### src/rtl/uart_tx_arbiter_pkg.sv
// Shared constants, state encodings and helpers for the arbitrated UART transmitter.
package uart_pkg;

    localparam int unsigned CPB_DEFAULT = 434;
    localparam int unsigned FRAME_BITS  = 10;

    typedef enum logic [1:0] {IDLE, SEND, GAP} arb_state_e;
    typedef enum logic [1:0] {C_IDLE, C_START, C_DATA, C_STOP} core_state_e;

    function automatic int unsigned rr_next(input int unsigned idx, input int unsigned n);
        return (idx + 1) % n;
    endfunction

endpackage

### src/rtl/uart_tx_arbiter_core.sv
// 8N1 serialiser: start bit, eight data bits LSB first, stop bit, each CPB clocks long.
module uart_tx_core
    import uart_pkg::*;
#(
    parameter int unsigned CPB = CPB_DEFAULT
) (
    input  logic       clk_50M,
    input  logic       rst_n,
    input  logic       start,
    input  logic [7:0] data,
    output logic       tx,
    output logic       busy,
    output logic       done
);

    localparam int unsigned    BW       = (CPB > 1) ? $clog2(CPB) : 1;
    localparam logic [BW-1:0]  BAUD_MAX = BW'(CPB - 1);

    core_state_e   state_q, state_d;
    logic [BW-1:0] baud_q, baud_d;
    logic [3:0]    bit_q, bit_d;
    logic [7:0]    shift_q, shift_d;
    logic          tx_q, tx_d;
    logic          bit_end;

    assign bit_end = (baud_q == BAUD_MAX);
    assign tx      = tx_q;
    assign busy    = (state_q != C_IDLE);

    always_comb begin
        state_d = state_q;
        baud_d  = baud_q;
        bit_d   = bit_q;
        shift_d = shift_q;
        tx_d    = tx_q;
        done    = 1'b0;
        case (state_q)
            C_IDLE: begin
                tx_d = 1'b1;
                if (start) begin
                    state_d = C_START;
                    shift_d = data;
                    tx_d    = 1'b0;
                    baud_d  = '0;
                    bit_d   = '0;
                end
            end
            C_START, C_DATA: begin
                baud_d = baud_q + 1'b1;
                if (bit_end) begin
                    baud_d = '0;
                    bit_d  = bit_q + 1'b1;
                    // bit_q == 8 is the last data bit; the next bit is the stop bit
                    if (bit_q == 4'd8) begin
                        state_d = C_STOP;
                        tx_d    = 1'b1;
                    end else begin
                        state_d = C_DATA;
                        tx_d    = shift_q[0];
                        shift_d = shift_q >> 1;
                    end
                end
            end
            default: begin
                baud_d = baud_q + 1'b1;
                if (bit_end) begin
                    done    = 1'b1;
                    baud_d  = '0;
                    bit_d   = '0;
                    state_d = C_IDLE;
                    tx_d    = 1'b1;
                end
            end
        endcase
    end

    always_ff @(posedge clk_50M or negedge rst_n) begin
        if (!rst_n) begin
            state_q <= C_IDLE;
            baud_q  <= '0;
            bit_q   <= '0;
            shift_q <= '0;
            tx_q    <= 1'b1;
        end else begin
            state_q <= state_d;
            baud_q  <= baud_d;
            bit_q   <= bit_d;
            shift_q <= shift_d;
            tx_q    <= tx_d;
        end
    end

endmodule

### src/rtl/uart_tx_arbiter.sv
// Round-robin arbiter with message lock sharing one UART transmit line among NREQ requesters.
module uart_tx_arbiter
    import uart_pkg::*;
#(
    parameter int unsigned NREQ = 4,
    parameter int unsigned CPB  = CPB_DEFAULT
) (
    input  logic              clk_50M,
    input  logic              rst_n,
    input  logic [NREQ-1:0]   req,
    input  logic [8*NREQ-1:0] req_data,
    input  logic [NREQ-1:0]   req_last,
    output logic [NREQ-1:0]   ack,
    output logic              tx,
    output logic              busy,
    output logic [2:0]        grant_id,
    output logic              tx_done
);

    arb_state_e      state_q, state_d;
    logic [2:0]      rr_q, rr_d;
    logic [2:0]      grant_q, grant_d;
    logic            lock_q, lock_d;
    logic [NREQ-1:0] ack_q, ack_d;

    logic            core_start, core_done;
    logic [7:0]      core_data;
    logic [NREQ-1:0] owner_oh, eligible;
    logic            owner_req, win_found, win_last;
    int unsigned     rr_eff, win;

    assign ack      = ack_q;
    assign grant_id = grant_q;
    assign tx_done  = core_done;

    always_comb begin
        state_d    = state_q;
        rr_d       = rr_q;
        grant_d    = grant_q;
        lock_d     = lock_q;
        ack_d      = '0;
        core_start = 1'b0;
        core_data  = '0;
        eligible   = req;
        rr_eff     = 32'(rr_q);
        win_found  = 1'b0;
        win        = 0;
        win_last   = 1'b0;
        for (int unsigned j = 0; j < NREQ; j++) begin
            owner_oh[j] = (j == 32'(grant_q));
        end
        owner_req = |(owner_oh & req);
        case (state_q)
            SEND: begin
                if (core_done) state_d = GAP;
            end
            default: begin
                // GAP arbitrates exactly like IDLE so consecutive frames keep one idle-high cycle
                if (lock_q) begin
                    if (owner_req) begin
                        eligible = owner_oh;
                    end else begin
                        lock_d = 1'b0;
                        rr_eff = rr_next(32'(grant_q), NREQ);
                    end
                end
                for (int unsigned k = 0; k < NREQ; k++) begin
                    for (int unsigned j = 0; j < NREQ; j++) begin
                        if (!win_found && eligible[j] && (j == (rr_eff + k) % NREQ)) begin
                            win_found = 1'b1;
                            win       = j;
                            win_last  = req_last[j];
                            core_data = req_data[8*j +: 8];
                        end
                    end
                end
                for (int unsigned j = 0; j < NREQ; j++) begin
                    ack_d[j] = win_found && (j == win);
                end
                if (win_found) begin
                    state_d    = SEND;
                    core_start = 1'b1;
                    grant_d    = 3'(win);
                    lock_d     = ~win_last;
                    rr_d       = win_last ? 3'(rr_next(win, NREQ)) : 3'(rr_eff);
                end else begin
                    state_d = IDLE;
                    rr_d    = 3'(rr_eff);
                end
            end
        endcase
    end

    always_ff @(posedge clk_50M or negedge rst_n) begin
        if (!rst_n) begin
            state_q <= IDLE;
            rr_q    <= '0;
            grant_q <= '0;
            lock_q  <= 1'b0;
            ack_q   <= '0;
        end else begin
            state_q <= state_d;
            rr_q    <= rr_d;
            grant_q <= grant_d;
            lock_q  <= lock_d;
            ack_q   <= ack_d;
        end
    end

    uart_tx_core #(.CPB(CPB)) u_core (
        .clk_50M (clk_50M),
        .rst_n   (rst_n),
        .start   (core_start),
        .data    (core_data),
        .tx      (tx),
        .busy    (busy),
        .done    (core_done)
    );

endmodule

### config.mk
export PLATFORM = sky130hd
export DESIGN_NAME = uart_tx_arbiter
export DESIGN_NICKNAME = d
export VERILOG_FILES = /design/src/rtl/uart_tx_arbiter_pkg.sv /design/src/rtl/uart_tx_arbiter_core.sv /design/src/rtl/uart_tx_arbiter.sv
export SDC_FILE = /design/constraint.sdc
export NUM_CORES = 1
export LEC_CHECK = 0
export ABC_AREA = 1
export BUFFER_PORTS_ARGS = -buffer_cell sky130_fd_sc_hd__buf_4
export CAP_MARGIN = 20
export CORE_UTILIZATION = 45
export CTS_BUF_LIST = sky130_fd_sc_hd__clkbuf_2 sky130_fd_sc_hd__clkbuf_4 sky130_fd_sc_hd__clkbuf_8
export DETAILED_ROUTE_END_ITERATION = 16
export PLACE_DENSITY = 0.71
export SLEW_MARGIN = 20
export SYNTH_ARGS = -nofsm -noshare
export SYNTH_HDL_FRONTEND = slang
export SYNTH_HIERARCHICAL = 1
export SYNTH_SLANG_ARGS = --single-unit
### constraint.sdc
create_clock -name clk_50M -period 3.8 [get_ports clk_50M]
set_input_delay 0.57 -clock clk_50M [delete_from_list [all_inputs] [get_ports clk_50M]]
set_output_delay 0.57 -clock clk_50M [all_outputs]
set_load 0.01 [all_outputs]
* After elaboration in Yosys (flattened, before gate mapping)
Cells that the tools add are included.
** Word-level totals
- Flip-flop bits (word level) :: 37
- Input bits :: 42
- Output and inout port bits :: 10
- Logic and storage cells :: 236
** Operators by class
- Add/subtract/negate cells :: 7
- Eq/ne operators :: 27
- Mux-type cells :: 122
- Bitwise operators :: 3
- Reductions and logical operators :: 67
** Operators by type and width (number)
- $mux 32 :: 15
- $logic_not 32->1 :: 5
- $mux 8 :: 20
- $eq 2x32->1 const A :: 2
- $mux 1 :: 63
- $logic_and 1x1->1 :: 35
- $eq 1x32->1 const A :: 1
- $mux 4 :: 7
- $mux 9 :: 3
- $eq 2x2->1 const A :: 8
- $pmux 8 s2 :: 1
- $logic_not 1->1 :: 15
- $mux 3 :: 5
- $mux 2 :: 5
- $add 9x1->9 const B :: 1
- $eq 9x9->1 const B :: 1
- $eq 1x2->1 const A :: 4
- $pmux 4 s2 :: 1
- $add 2x1->2 const B :: 3
- $eq 2x3->1 const A :: 2
- $ne 2x2->1 const B :: 3
- $reduce_bool 2->1 :: 3
- $add 2x2->2 const B :: 2
- $add 4x1->4 const B :: 1
- other kinds (17) :: 20

* Longest topological paths before layout
- Depth after elaboration :: 89
- Gate-level depth with buffers :: 31
- Depth with buffers taken out :: 30

* By module
The synthesis kept the hierarchy.
** Modules (own cells, without submodules)
- uart_tx_arbiter :: times used 1, cells each 447, area an instance 2418.6 µm², seq. area each 275.3 µm²
- uart_tx_core :: times used 1, cells each 182, area an instance 1433.9 µm², seq. area each 601.8 µm²

* Worst setup path before layout
No wires, ideal clock.
- Kind :: register to register
- From :: register grant_q[0] (netlist: grant_id[0])
- To :: register u_core.bit_q[1]
- Setup time :: 117 ps
- Data arrival time :: 3247 ps
- Required time :: 3683 ps
- Setup slack :: 437 ps
- Stages on the path, launching flop included :: 28
- Path buffers :: 1
- Period minus slack after synthesis :: 3363 ps
- Cell sequence :: dfrtp_1 -> inv_1 -> ha_1 -> nand2_1 -> nand2_4 -> nor2_8 -> nand2_4 -> nand2_1 -> nand2_2 -> nand3_2 -> inv_2 -> nor2_2 -> nand3_1 -> nor2_2 -> nor2_4 -> nand3_2 -> nor2_4 -> nor2_4 -> nand2_2 -> nor2_4 -> nand2_4 -> o21ai_2 -> inv_2 -> nor2_4 -> inv_2 -> clkbuf_8 -> nand3b_1 -> nand2_1
** Between the ends
- Word-level cells in the longest chain between the ends :: 89
** RTL lines
- from (decl) :: line uart_tx_arbiter.sv:22 : logic [2:0] grant_q, grant_d;
- from (signal assigned) :: line uart_tx_arbiter.sv:104 : grant_q <= grant_d;
- $eq 1x3->1, or another cell as far along :: line uart_tx_arbiter.sv:50 : owner_oh[j] = (j == 32'(grant_q));
- $and 4x4->4 :: line uart_tx_arbiter.sv:52 : owner_req = |(owner_oh & req);
- $reduce_or 4->1 :: line uart_tx_arbiter.sv:52
- $mux 3 :: line uart_tx_arbiter.sv:60 : if (owner_req) begin
- $mux 3 :: line uart_tx_arbiter.sv:59 : if (lock_q) begin
- $mux 3 :: line uart_tx_arbiter.sv:53 : case (state_q)
- $logic_not 32->1 :: line uart_tx_arbiter.sv:69 : if (!win_found && eligible[j] && (j == (rr_eff + k) % NREQ)) begin
- $logic_and 1x1->1 :: line uart_tx_arbiter.sv:69
- (+73 left out)
- $logic_and 1x1->1 (2 in series) :: line uart_tx_arbiter.sv:69
- $mux 1 (*) :: line uart_tx_arbiter.sv:69
- $mux 1 (*) :: line uart_tx_arbiter.sv:53
- $mux 1 (*) :: line uart_tx_arbiter.sv:80 : if (win_found) begin
- $mux 1 (*) :: line uart_tx_arbiter.sv:53
- named net core_start :: line uart_tx_arbiter.sv:26 : logic core_start, core_done;
- $ne 2x2->1 (no line) (*)
- $reduce_and 3->1 (no line) (*)
- to (signal assigned) :: line uart_tx_arbiter_core.sv:87 : bit_q <= bit_d;
- to (decl) :: line uart_tx_arbiter_core.sv:21 : logic [3:0] bit_q, bit_d;
The timed path passes the listed nets; every way through them passes the cells marked *. The select of a mux whose other input is x is not followed.
A chain may end at the register's enable or synchronous reset.

* Worst setup path after layout
- From :: register grant_q[0] (netlist: grant_id[0])
- To :: register u_core.shift_q[2]
** Between the ends
- Word-level cells in the longest chain between the ends :: 89
** RTL lines
- $eq 1x3->1, or another cell as far along :: line uart_tx_arbiter.sv:50
- $and 4x4->4 :: line uart_tx_arbiter.sv:52
- $reduce_or 4->1 :: line uart_tx_arbiter.sv:52
- $mux 3 :: line uart_tx_arbiter.sv:60
- $mux 3 :: line uart_tx_arbiter.sv:59
- $mux 3 :: line uart_tx_arbiter.sv:53
- $logic_not 32->1 :: line uart_tx_arbiter.sv:69
- $logic_and 1x1->1 :: line uart_tx_arbiter.sv:69
- (+73 left out)
- $logic_and 1x1->1 (2 in series) :: line uart_tx_arbiter.sv:69
- $mux 1 (*) :: line uart_tx_arbiter.sv:69
- $mux 1 (*) :: line uart_tx_arbiter.sv:53
- $mux 1 (*) :: line uart_tx_arbiter.sv:80
- $mux 1 (*) :: line uart_tx_arbiter.sv:53
- named net core_start :: line uart_tx_arbiter.sv:26
- $ne 2x2->1 (no line) (*)
- $reduce_and 4->1 (no line) (*)
- to (signal assigned) :: line uart_tx_arbiter_core.sv:88 : shift_q <= shift_d;
- to (decl) :: line uart_tx_arbiter_core.sv:22 : logic [7:0] shift_q, shift_d;
Marks and branches as above.

==> results.sh <==
export IMPL_core_um2=8260
export IMPL_rows=33
export IMPL_r2r_start="grant_id[0]"
export IMPL_placed_area_um2=4350
export IMPL_min_period_ns=3.63
export IMPL_wirelength_mm=10.7
export IMPL_crit_type="flop to flop"
export IMPL_power_density_nw_per_um2=207
export IMPL_synth_top_cell_area_share_pct=23.2
export IMPL_area_growth_pct=19.8
export IMPL_relSlewSlack_pct=60.4
export IMPL_regArea_um2=877
export IMPL_required_ns=3.98
export IMPL_dp_cells=780
export IMPL_r2r_slack_ns=0.17
export IMPL_cts_sinks=35
export IMPL_setup_viol=0
export IMPL_grt_pass1_wl_mm=17.2
export IMPL_synth_edf_count=0
export IMPL_drtPass1Iterations=5
export IMPL_crit_end="u_core/shift_q[2]"
export IMPL_synth_seq_cells=35
export IMPL_cp_end_kind="flop"
export IMPL_drv_cap=0
export IMPL_slew_violations=0
export IMPL_syn_avg_cell_area_um2=6.12
export IMPL_h_tree_depth=2
export IMPL_hp_class="input port to async pin"
export IMPL_drive_gt1_share_pct=22.2
export IMPL_insertion_delay_ns=0.29
export IMPL_worstMarginPinSlew_ns=0.594
export IMPL_worst_path_max_fanout=7
export IMPL_async_flop_share_pct=100
export IMPL_whs_ns=0.214
export IMPL_overflow=0
export IMPL_multi_input_area_um2=2630
export IMPL_cts_tree="done"
export IMPL_place_gp_congestion=1.00
export IMPL_yosysMostFrequentCell="nand2_1"
export IMPL_ir_drop_mv=0.153
export IMPL_ys_seq_area_share_pct=22.8
export IMPL_pin_count=52
export IMPL_synth_area_um2=3850
export IMPL_synth_fp_nets=683
export IMPL_fin_area_um2=4610
export IMPL_portBuffers=50
export IMPL_min_period_over_period_pct=95.5
export IMPL_p_leak_nw=2.52
export IMPL_stdcell_count=799
export IMPL_fmax_ghz=0.276
export IMPL_ant_nets=0
export IMPL_antenna_found_initial=0
export IMPL_timing_rr_end="u_core/shift_q[2]"
export IMPL_yosysWarnings=6
export IMPL_grt_total_usage_pct=23.9
export IMPL_vias_per_cell=5.36
export IMPL_via_count=4280
export IMPL_clk_root_buffer_cell="clkbuf_8"
export IMPL_power_mw=0.957
export IMPL_fill_cells=835
export IMPL_dieArea_um2=8930
export IMPL_status="finished, final reports clean"
export IMPL_synthFlopType="dfrtp_1"
export IMPL_hold_viol_final=0
export IMPL_cts_reportedPaths_clkPinSlew_ns=0.07
export IMPL_reg2regPathDepth=27
export IMPL_start_util_pct=46.7
export IMPL_cts_made_buffers=5
export IMPL_grt_pass1_vias=3783
export IMPL_grt_max_degree=36
export IMPL_antenna_cells=0
export IMPL_synth_area_top_cells="nand2_1 23%, dfrtp_1 22%, inv_1 7.2%"
export IMPL_clockBufferDepth=2
export IMPL_cp_arrival_ns=3.81
export IMPL_ys_top_cells_by_count="238 x nand2_1, 74 x inv_1, 46 x a21oi_1"
export IMPL_start_kind="flop"
export IMPL_die_h_um=94.5
export IMPL_drtIter0Drc=261
export IMPL_post_route_drc_count=0
export IMPL_finalSetupTns_ns=0
export IMPL_synth_cell_types=42
export IMPL_fp_dieW_um=94.5
export IMPL_yosys_area_top_type="nand2_1"
export IMPL_fin_nets=747
export IMPL_dp_hpwl_mm=7.95
export IMPL_syn_inst=629
export IMPL_clock_skew_ns=0.00457
export IMPL_crit_start="grant_id[0]"
export IMPL_avgRoutedWirePerCell_um=13.4
==> worst min-delay path by stage <==
stage	slack, ns	from	to
6_report	0.21	rst_n	u_core/bit_q[3]
5_1_grt	0.25	rst_n	u_core/baud_q[4]
4_1_cts	0.23	rst_n	u_core/bit_q[3]
3_5_place_dp	0.46	u_core/shift_q[2]	u_core/shift_q[2]
3_3_place_gp	0.46	u_core/shift_q[1]	u_core/shift_q[1]
2_1_floorplan	0.27	rst_n	ack[0]
==> critical path, stage by stage (launching register included) <==
cell,delay (ns)
dfrtp_1,0.43
inv_2,0.08
ha_1,0.22
nand2_1,0.11
nand2_4,0.08
nor2_8,0.12
nor2_1,0.07
nand2_1,0.07
nand2_1,0.15
nand3_4,0.14
nand2_1,0.09
nor2_2,0.13
nand3_1,0.16
nor2_4,0.19
nor2_4,0.06
nand3_2,0.12
nor2_4,0.07
nor2_4,0.09
nand2_2,0.08
nor2_4,0.12
nand2_4,0.08
o21ai_4,0.15
inv_2,0.09
nor2_4,0.22
buf_4,0.16
a21oi_2,0.05
nand4_1,0.11
nand2_1,0.06
==> cell usage in the layout, fill, tap and decap left out, drive strengths merged, types with 2 or more instances in the layout <==
cell type / count
a21oi: 48
buf: 72
clkbuf: 7
clkinv: 2
dfrtp: 34
ha: 12
inv: 85
nand2: 257
nand3: 38
nand3b: 2
nand4: 26
nor2: 48
nor3: 2
o21ai: 39
o22ai: 10
or2: 4
xnor2: 2
==> cells by family (layout without fill, tap and decap cells) <==
logic type / Yosys count / in the layout / synth area share [%]
AND/OR/NAND/NOR: 379 / 379 / 47.5
buffers and inverters: 102 / 166 / 11.2
AO/OA/AOI/OAI: 97 / 98 / 13.8
flip-flops: 35 / 35 / 22.8
adder cells (fa/ha/maj): 12 / 12 / 3.90
XOR/XNOR: 3 / 3 / 0.682
other: 1 / 1 / 0.0973
==> state kept, by name (all words and copies together) (netlist names) <==
name	cells
lock_q	1
rr_q	2
u_core/tx	1
grant_id	2
ack	4
u_core/baud_q	9
state_q	2
u_core/shift_q	8
u_core/bit_q	4
u_core/state_q	2
==> final cells by class <==
type / count / area share, %
well taps: 105 / 2.85
clock buffers: 7 / 1.95
multi-input cells: 493 / 56.9
flip-flops and latches: 35 / 19.0
repair buffers: 72 / 12.0
inverters: 86 / 7.21
clock inverters: 1 / 0.108
==> metal layers <==
| metal | part of all wire (%) | wire length [µm] | global-route usage (%) |
|---|---|---|---|
| met5 | 0 | 0 | 0 |
| met4 | 1.6 | 172 | 6.31 |
| met1 | 44 | 4670 | 32.6 |
| met2 | 49 | 5290 | 40.3 |
| met3 | 5.4 | 575 | 2.42 |
==> through the flow <==
stage,setup WS [ns],util [%]
after CTS,0.0215,53.8
after floorplan,0.437,-
after global routing,-0.0575,55.9
after detailed placement,0.0210,52.7
after global placement,0.189,52.7
final,0.171,55.9
==> report_power, final <==
group,switching [mW],internal (mW),total [mW]
Clock,0.139,0.153,0.293
Combinational,0.180,0.112,0.292
Sequential,0,0.372,0.372
Total,0.319,0.638,0.957
==> what timing repair did <==
action                     CTS  global route
resized for setup            0            17
setup endpoints to repair    0            29
hold buffers                 0             0
setup buffers                0            10
(Power assumes the default switching activity.)
